===== config.mk =====
export PLATFORM = sky130hd
export DESIGN_NAME = serial_comparator_ctrl
export DESIGN_NICKNAME = d
export VERILOG_FILES = /design/src/rtl/serial_comparator_ctrl.sv
export SDC_FILE = /design/constraint.sdc
export NUM_CORES = 1
export LEC_CHECK = 0
export CORE_MARGIN = 2
export CORE_UTILIZATION = 44
export CTS_CLUSTER_SIZE = 16
export DETAILED_ROUTE_END_ITERATION = 10
export PLACE_DENSITY = 0.75
export REMOVE_ABC_BUFFERS = 1
export SKIP_CTS_REPAIR_TIMING = 1
export SYNTH_ARGS = -nofsm -noshare
export SYNTH_HDL_FRONTEND = slang
export SYNTH_SLANG_ARGS = --single-unit

===== constraint.sdc =====
create_clock -name clk -period 1.67 [get_ports clk]
set_input_delay 0.334 -clock clk [delete_from_list [all_inputs] [get_ports clk]]
set_output_delay 0.334 -clock clk [all_outputs]
set_load 0.05 [all_outputs]

===== src/rtl/serial_comparator_ctrl.sv =====
// Serial MSB-first magnitude comparator controller driving one shared comparator_1bit.
// Optional feature macro: EARLY_EXIT_EN (finish on the first differing bit).
module serial_comparator_ctrl #(
    parameter int WIDTH = 8
) (
    input  logic             clk,
    input  logic             reset,
    input  logic             start,
    input  logic [WIDTH-1:0] a_in,
    input  logic [WIDTH-1:0] b_in,
    output logic             cmp_a,
    output logic             cmp_b,
    input  logic             cmp_smaller,
    input  logic             cmp_equal,
    input  logic             cmp_greater,
    output logic             busy,
    output logic             done,
    output logic             smaller,
    output logic             equal,
    output logic             greater,
    output logic             cmp_err
);

    localparam int IDX_W = (WIDTH > 1) ? $clog2(WIDTH) : 1;

    localparam logic [0:0] ST_IDLE    = 1'b0;
    localparam logic [0:0] ST_COMPARE = 1'b1;

`ifdef EARLY_EXIT_EN
    localparam logic EARLY_EXIT = 1'b1;
`else
    localparam logic EARLY_EXIT = 1'b0;
`endif

    function automatic logic is_one_hot3(input logic s, input logic e, input logic g);
        return (s ^ e ^ g) & ~(s & e & g);
    endfunction

    logic [0:0]       r_state;
    logic [IDX_W-1:0] r_idx;
    logic [WIDTH-1:0] r_a;
    logic [WIDTH-1:0] r_b;
    logic             r_decided;
    logic             r_done;
    logic             r_smaller;
    logic             r_equal;
    logic             r_greater;
    logic             r_err;

    logic w_one_hot;
    logic w_bit_lt;
    logic w_bit_gt;
    logic w_decided_next;
    logic w_finish;
    logic w_busy;

    assign w_busy = (r_state == ST_COMPARE);

    // Bit drive and per-bit decision; a non-one-hot comparator answer counts as "equal".
    always_comb begin
        cmp_a          = 1'b0;
        cmp_b          = 1'b0;
        w_one_hot      = is_one_hot3(cmp_smaller, cmp_equal, cmp_greater);
        w_bit_lt       = w_one_hot & cmp_smaller;
        w_bit_gt       = w_one_hot & cmp_greater;
        w_decided_next = r_decided | w_bit_lt | w_bit_gt;
        w_finish       = (r_idx == '0) || (w_decided_next && EARLY_EXIT);
        if (w_busy) begin
            cmp_a = r_a[r_idx];
            cmp_b = r_b[r_idx];
        end else begin
            cmp_a = 1'b0;
            cmp_b = 1'b0;
        end
    end

    // Controller FSM, operand latch and result registers.
    always_ff @(posedge clk or posedge reset) begin
        if (reset) begin
            r_state   <= ST_IDLE;
            r_idx     <= IDX_W'(WIDTH - 1);
            r_a       <= '0;
            r_b       <= '0;
            r_decided <= 1'b0;
            r_done    <= 1'b0;
            r_smaller <= 1'b0;
            r_equal   <= 1'b0;
            r_greater <= 1'b0;
            r_err     <= 1'b0;
        end else begin
            case (r_state)
                ST_IDLE: begin
                    r_done <= 1'b0;
                    if (start) begin
                        r_a       <= a_in;
                        r_b       <= b_in;
                        r_idx     <= IDX_W'(WIDTH - 1);
                        r_decided <= 1'b0;
                        r_smaller <= 1'b0;
                        r_equal   <= 1'b0;
                        r_greater <= 1'b0;
                        r_state   <= ST_COMPARE;
                    end
                end
                ST_COMPARE: begin
                    if (!w_one_hot) begin
                        r_err <= 1'b1;
                    end
                    // Only the first differing bit sets the result; later bits are still checked.
                    if (!r_decided && (w_bit_lt || w_bit_gt)) begin
                        r_smaller <= w_bit_lt;
                        r_greater <= w_bit_gt;
                        r_decided <= 1'b1;
                    end
                    if (w_finish) begin
                        r_equal <= ~w_decided_next;
                        r_done  <= 1'b1;
                        r_state <= ST_IDLE;
                    end else begin
                        r_idx <= r_idx - IDX_W'(1);
                    end
                end
                default: begin
                    r_state <= ST_IDLE;
                    r_done  <= 1'b0;
                end
            endcase
        end
    end

    assign busy    = w_busy;
    assign done    = r_done;
    assign smaller = r_smaller;
    assign equal   = r_equal;
    assign greater = r_greater;
    assign cmp_err = r_err;

endmodule


[Yosys cells after proc, flatten, opt, wreduce, memory -nomap -nowiden]
Index checks and enable logic that the tools add are counted.
Cells by class
  bitwise logic cells: 13
  reduce and logical (&&, ||, !) cells: 9
  add/sub/neg operators: 1
  eq/ne operators: 4
  order comparisons: 1
  mux-type cells: 23
Operators with widths (count)
  two-way mux 1 bit: 12
  one-hot mux 1 bit (2 select lines): 6
  AND reduction 2 bit: 5
  binary-select mux 1 bit (select 3 bit): 2
  two-way mux 3 bit: 2
  one-hot mux 3 bit (2 select lines): 1
  AND 1 bit: 5
  < comparator 3 x 4 -> 1 bit (second input constant): 1
  != test 2 x 1 -> 1 bit (second input constant): 2
  != test 2 bit (second input constant): 2
  NOT 1 bit: 4
  zero test 3 bit: 1
  subtractor 3 x 1 -> 3 bit (second input constant): 1
  OR 1 bit: 2
  XOR 1 bit: 2
  logical AND 1 bit: 1
  zero test 1 bit: 1
  logical OR 1 bit: 1
Word-level totals
  logic and storage cells: 61
  register bits: 26

[Depth between registers and ports, before layout]
  word-level depth: 10
  mapped depth: 6
  gate-level depth less buffers: 5

[Least setup slack after synthesis]
No wires, ideal clock.
  kind: reg-to-output
  from: reg r_state (netlist: busy)
  to: out cmp_a
  setup slack: -0.248 ns
  cell stages (with the launch flop): 4
  arrival: 1.584 ns
  cells stage by stage: dfrtp_1 buf_6 inv_1 nor2_1
On the way
  longest elaborated chain between the ends: 1
RTL lines
  from (decl): RTL line 39  | logic [0:0] r_state;
  from (signal assigned): RTL line 80  | r_state <= ST_IDLE;
  from (signal assigned): RTL line 102  | r_state <= ST_COMPARE;
  from (signal assigned): RTL line 118  | r_state <= ST_IDLE;
  two-way mux 1 bit: RTL line 68  | if (w_busy) begin
  to (decl): RTL line 11  | output logic cmp_a,
No other way between the ends.

[Worst setup path in the final report]
  from: reg r_idx[0]
  to: out cmp_a
On the way
  longest elaborated chain between the ends: 3
RTL lines
  from (decl): RTL line 40  | logic [IDX_W-1:0] r_idx;
  from (signal assigned): RTL line 81  | r_idx <= IDX_W'(WIDTH - 1);
  from (signal assigned): RTL line 97  | r_idx <= IDX_W'(WIDTH - 1);
  from (signal assigned): RTL line 120  | r_idx <= r_idx - IDX_W'(1);
  binary-select mux 1 bit (select 3 bit): RTL line 69  | cmp_a = r_a[r_idx];
  two-way mux 1 bit (implied by the code): RTL line 69
  two-way mux 1 bit: RTL line 68
No other way between the ends. The select of a mux whose other input is x is not followed.

==> impl_summary.txt <==
----------------------------------------------------
[CTS]
  CTS tree ... yes
  Buffer type at the clock tree root ... sky130_fd_sc_hd__clkbuf_4
  Clock Sinks ... 26
  Clock slew at the register clock pins of the worst setup and hold paths ... 0.14 ns
  Latest clock arrival within the worst-skew pair ... 0.32 ns
  Number of clock buffers inserted by TritonCTS ... 3
  Clock tree buffer depth ... 2
  H-Tree Depth ... 1

[Power and ir drop]
  Static power due to leakage ... 0.000837 µW
  Power per unit of standard cell area ... 1760 nW/µm²
  Worst vdd rail ir drop ... 1110 µV

[Logic synthesis]
  Post-synth EDFFs ... 0
  Mapped cell area ... 1290 µm²
  Top cells by area in the synthesized netlist ... sky130_fd_sc_hd__dfrtp_1, sky130_fd_sc_hd__nand2_1, sky130_fd_sc_hd__mux4_1, sky130_fd_sc_hd__dfstp_2, sky130_fd_sc_hd__ha_1
  Area fraction of the dominant cell type after synthesis ... 0.447
  Synth warn ... 0
  Fraction of the yosys area taken by sequential cells ... 0.509
  Syn Area/Cell ... 9.82 µm²
  Cell type contributing the most total cell area after synthesis ... sky130_fd_sc_hd__dfrtp_1
  Number of standard cells after synthesis ... 131
  Seq cells post-synth ... 26
  Primary FF master, synth ... sky130_fd_sc_hd__dfrtp_1
  Number of unique standard cell types used by synthesis ... 30
  Async set-or-reset flop fraction in the synthesized netlist ... 1.00

[Layout]
  ANT cells ... 0
  Fraction of final layout cells with drive strength greater than 1 ... 0.188
  # nets final ... 196
  Syn-to-layout area delta ... 31.5%
  Count of non-filler cells in the finished layout ... 201

[Detailed routing]
  Average wire length per cell after detail routing ... 13.4 µm
  Number of detailed-routing iterations run before antenna repair ... 4
  Number of remaining DRC errors ... 0
  Post-DRT Antenna Nets ... 0
  Via count ... 1057
  DR iter-0 viols ... 36
  Via-per-instance ratio ... 5.26
  Total detailed-routing wirelength ... 2.69 mm

[Floorplan]
  Floorplan die area ... 3370 µm²
  Row cnt ... 19
  Chip Height ... 58.1 µm
  Width of the die ... 58.1 µm
  Total I/O pin count ... 30
  Initial core utilization ... 0.466
  Std-Cell Core Area ... 2760 µm²

[Placement]
  Final weighted congestion of routability-driven global placement ... 0.814
  PortBufs ... 29
  Post-DP HPWL ... 1.96 mm
  Inst Count DP ... 194

[STA]
  Highest achievable clock rate ... 456 MHz
  Final Skew ... 0.00364 ns
  Worst slew margin relative to its limit ... 0.747
  Max-slew violation count ... 0
  Worst Tran Pin Value ... 0.379 ns
  Final setup TNS ... -1.03 ns
  Post-route setup slack ... -0.521 ns
  Final setup violation count ... 2
  Final Hold Violating Endpoints ... 0
  Worst Hold Margin ... 0.340 ns
  Final critical-path required period ... 2.19 ns
  RSZ-0062 raised after global routing ... true
  Final period utilization ... 1.31

[Worst setup path]
  Endpoint type of the worst setup path ... output port
  Cells traversed along the worst timing path ... mux4_2, mux2i_1, nor2_1, buf_6
  Worst R2R Path Depth ... 8
  Worst-path fanout max ... 5
  Type of element launching the critical path ... flop
  RR Endpoint ... busy$_DFF_PP0_
  Depth of the critical timing path with buffers and inverters included ... 4
  CP Buf/Inv Count ... 1
  Category of the critical setup timing path ... reg2out
  Worst path max stage delay ... 0.64 ns
  Required time of the critical path ... 1.34 ns
  Cell class contributing the biggest share of worst-path delay ... multiplexers
  Arrival time of the worst setup path ... 1.86 ns
  Origin of the critical flop-to-flop path ... r_idx[0]$_DFFE_PP1P_
  Crit-path slowest cell ... sky130_fd_sc_hd__dfstp_2
  R2R setup slack ... 0.04 ns

[Job]
  Maxcap violations ... 0

[Global routing]
  Largest net degree at the start of global routing ... 27
  Global-route total usage across every layer ... 0.166
  Global-route wire length before repair ... 4.35 mm
  Vias in the first global route ... 1035
  Final global-route overflow total ... 0
  Initial antenna violation count ... 0

[Min path]
  Min-Delay Path Class ... in2async

[Status]
  Failing checks ... setup timing
  Run status ... finished, violations left

----------------------------------------------------
-- state kept, by name, summed over array words and instances, names as in the netlist --
signal and cells:
smaller 1, done 1, equal 1, cmp_err 1, greater 1, r_decided 1, busy 1, r_b 8
r_a 8, r_idx 3
-- layout by cell type (no fill, tap or decap) --
cell,count
sky130_fd_sc_hd__mux4_2,4
sky130_fd_sc_hd__nand2_1,52
sky130_fd_sc_hd__o211ai_1,1
sky130_fd_sc_hd__a211oi_1,1
sky130_fd_sc_hd__o221ai_1,1
sky130_fd_sc_hd__o21ai_0,2
sky130_fd_sc_hd__inv_1,6
sky130_fd_sc_hd__mux2i_1,2
sky130_fd_sc_hd__nand2b_1,3
sky130_fd_sc_hd__buf_6,3
sky130_fd_sc_hd__nor2b_1,2
sky130_fd_sc_hd__nor3b_1,2
sky130_fd_sc_hd__nor3_1,2
sky130_fd_sc_hd__a31oi_1,2
sky130_fd_sc_hd__clkbuf_4,3
sky130_fd_sc_hd__dfrtp_1,23
sky130_fd_sc_hd__ha_2,1
sky130_fd_sc_hd__a21oi_1,3
sky130_fd_sc_hd__o21bai_1,1
sky130_fd_sc_hd__buf_12,1
sky130_fd_sc_hd__buf_4,16
sky130_fd_sc_hd__nand3b_1,1
sky130_fd_sc_hd__a211o_1,1
sky130_fd_sc_hd__ha_1,2
sky130_fd_sc_hd__and3_1,1
sky130_fd_sc_hd__and4bb_1,1
sky130_fd_sc_hd__clkdlybuf4s50_1,21
sky130_fd_sc_hd__and3b_1,1
sky130_fd_sc_hd__clkbuf_8,1
sky130_fd_sc_hd__nand4bb_1,1
sky130_fd_sc_hd__o41ai_1,1
sky130_fd_sc_hd__nand3_1,2
sky130_fd_sc_hd__dfstp_2,3
sky130_fd_sc_hd__nor2_1,3
-- kinds of logic after synthesis --
kind of cell             share of synthesized area
multiplexers                                0.0973
AO/OA/AOI/OAI                               0.0671
adder cells (fa/ha/maj)                     0.0292
buffers and inverters                       0.0496
AND/OR/NAND/NOR                              0.248
flip-flops                                   0.509
-- per-stage QoR --
stage / total power [µW] / cell area (µm²) / utilization / worst slack, ns
2_1_floorplan: 2050 / 1240 / - / -0.298
3_3_place_gp: 2500 / 1630 / 0.593 / -0.171
3_5_place_dp: 2560 / 1630 / 0.593 / -0.214
4_1_cts: 2880 / 1670 / 0.606 / -0.598
5_1_grt: 3170 / 1690 / 0.613 / -0.598
6_report: 2980 / 1690 / 0.613 / -0.521
-- synthesized netlist by cell type, types with 2 or more instances --
master                     count
sky130_fd_sc_hd__a21oi_1       3
sky130_fd_sc_hd__a31oi_1       2
sky130_fd_sc_hd__buf_2         3
sky130_fd_sc_hd__buf_6         2
sky130_fd_sc_hd__dfrtp_1      23
sky130_fd_sc_hd__dfstp_2       3
sky130_fd_sc_hd__ha_1          3
sky130_fd_sc_hd__inv_1         6
sky130_fd_sc_hd__mux2i_1       2
sky130_fd_sc_hd__mux4_1        4
sky130_fd_sc_hd__nand2_1      52
sky130_fd_sc_hd__nand2b_1      3
sky130_fd_sc_hd__nand3_1       2
sky130_fd_sc_hd__nor2_1        3
sky130_fd_sc_hd__nor2b_1       2
sky130_fd_sc_hd__nor3_1        2
sky130_fd_sc_hd__nor3b_1       2
sky130_fd_sc_hd__o21ai_0       2
-- metal layers --
layer  vias up  share of wire  GRT usage
met2        34           0.50      0.300
met5         -              0          0
met1       505           0.43      0.209
met3         2          0.061     0.0223
li1        516              -          -
met4         0         0.0063     0.0432
-- report_power, final --
| group | switching [µW] | internal [µW] |
|---|---|---|
| clock network | 186 | 133 |
| logic | 769 | 707 |
| registers | 260 | 928 |
-- worst max path at each step --
stage	to	from
final	cmp_a	r_idx[0]$_DFFE_PP1P_
after global routing	cmp_a	r_idx[0]$_DFFE_PP1P_
after CTS	cmp_a	r_idx[0]$_DFFE_PP1P_
after detailed placement	cmp_a	r_idx[0]$_DFFE_PP1P_
after global placement	cmp_b	r_idx[0]$_DFFE_PP1P_
after floorplan	cmp_a	busy$_DFF_PP0_
-- layout make-up --
cell class	instances	area (µm²)
Sequential cell	26	654
Tap cell	31	38.8
Clock buffer	4	36.3
Multi-Input combinational cell	93	556
Fill cell	241	1070
Timing Repair Buffer	41	384
Inverter	6	22.5
-- worst reg2reg max path, stage by stage, from the launching register on --
cell	delay [ns]
sky130_fd_sc_hd__dfstp_2	0.64
sky130_fd_sc_hd__buf_4	0.14
sky130_fd_sc_hd__buf_6	0.08
sky130_fd_sc_hd__inv_1	0.05
sky130_fd_sc_hd__ha_2	0.20
sky130_fd_sc_hd__nand2b_1	0.16
sky130_fd_sc_hd__nand2_1	0.10
sky130_fd_sc_hd__buf_4	0.15
sky130_fd_sc_hd__nand2_1	0.05
Power figures use the tool's default switching activity.
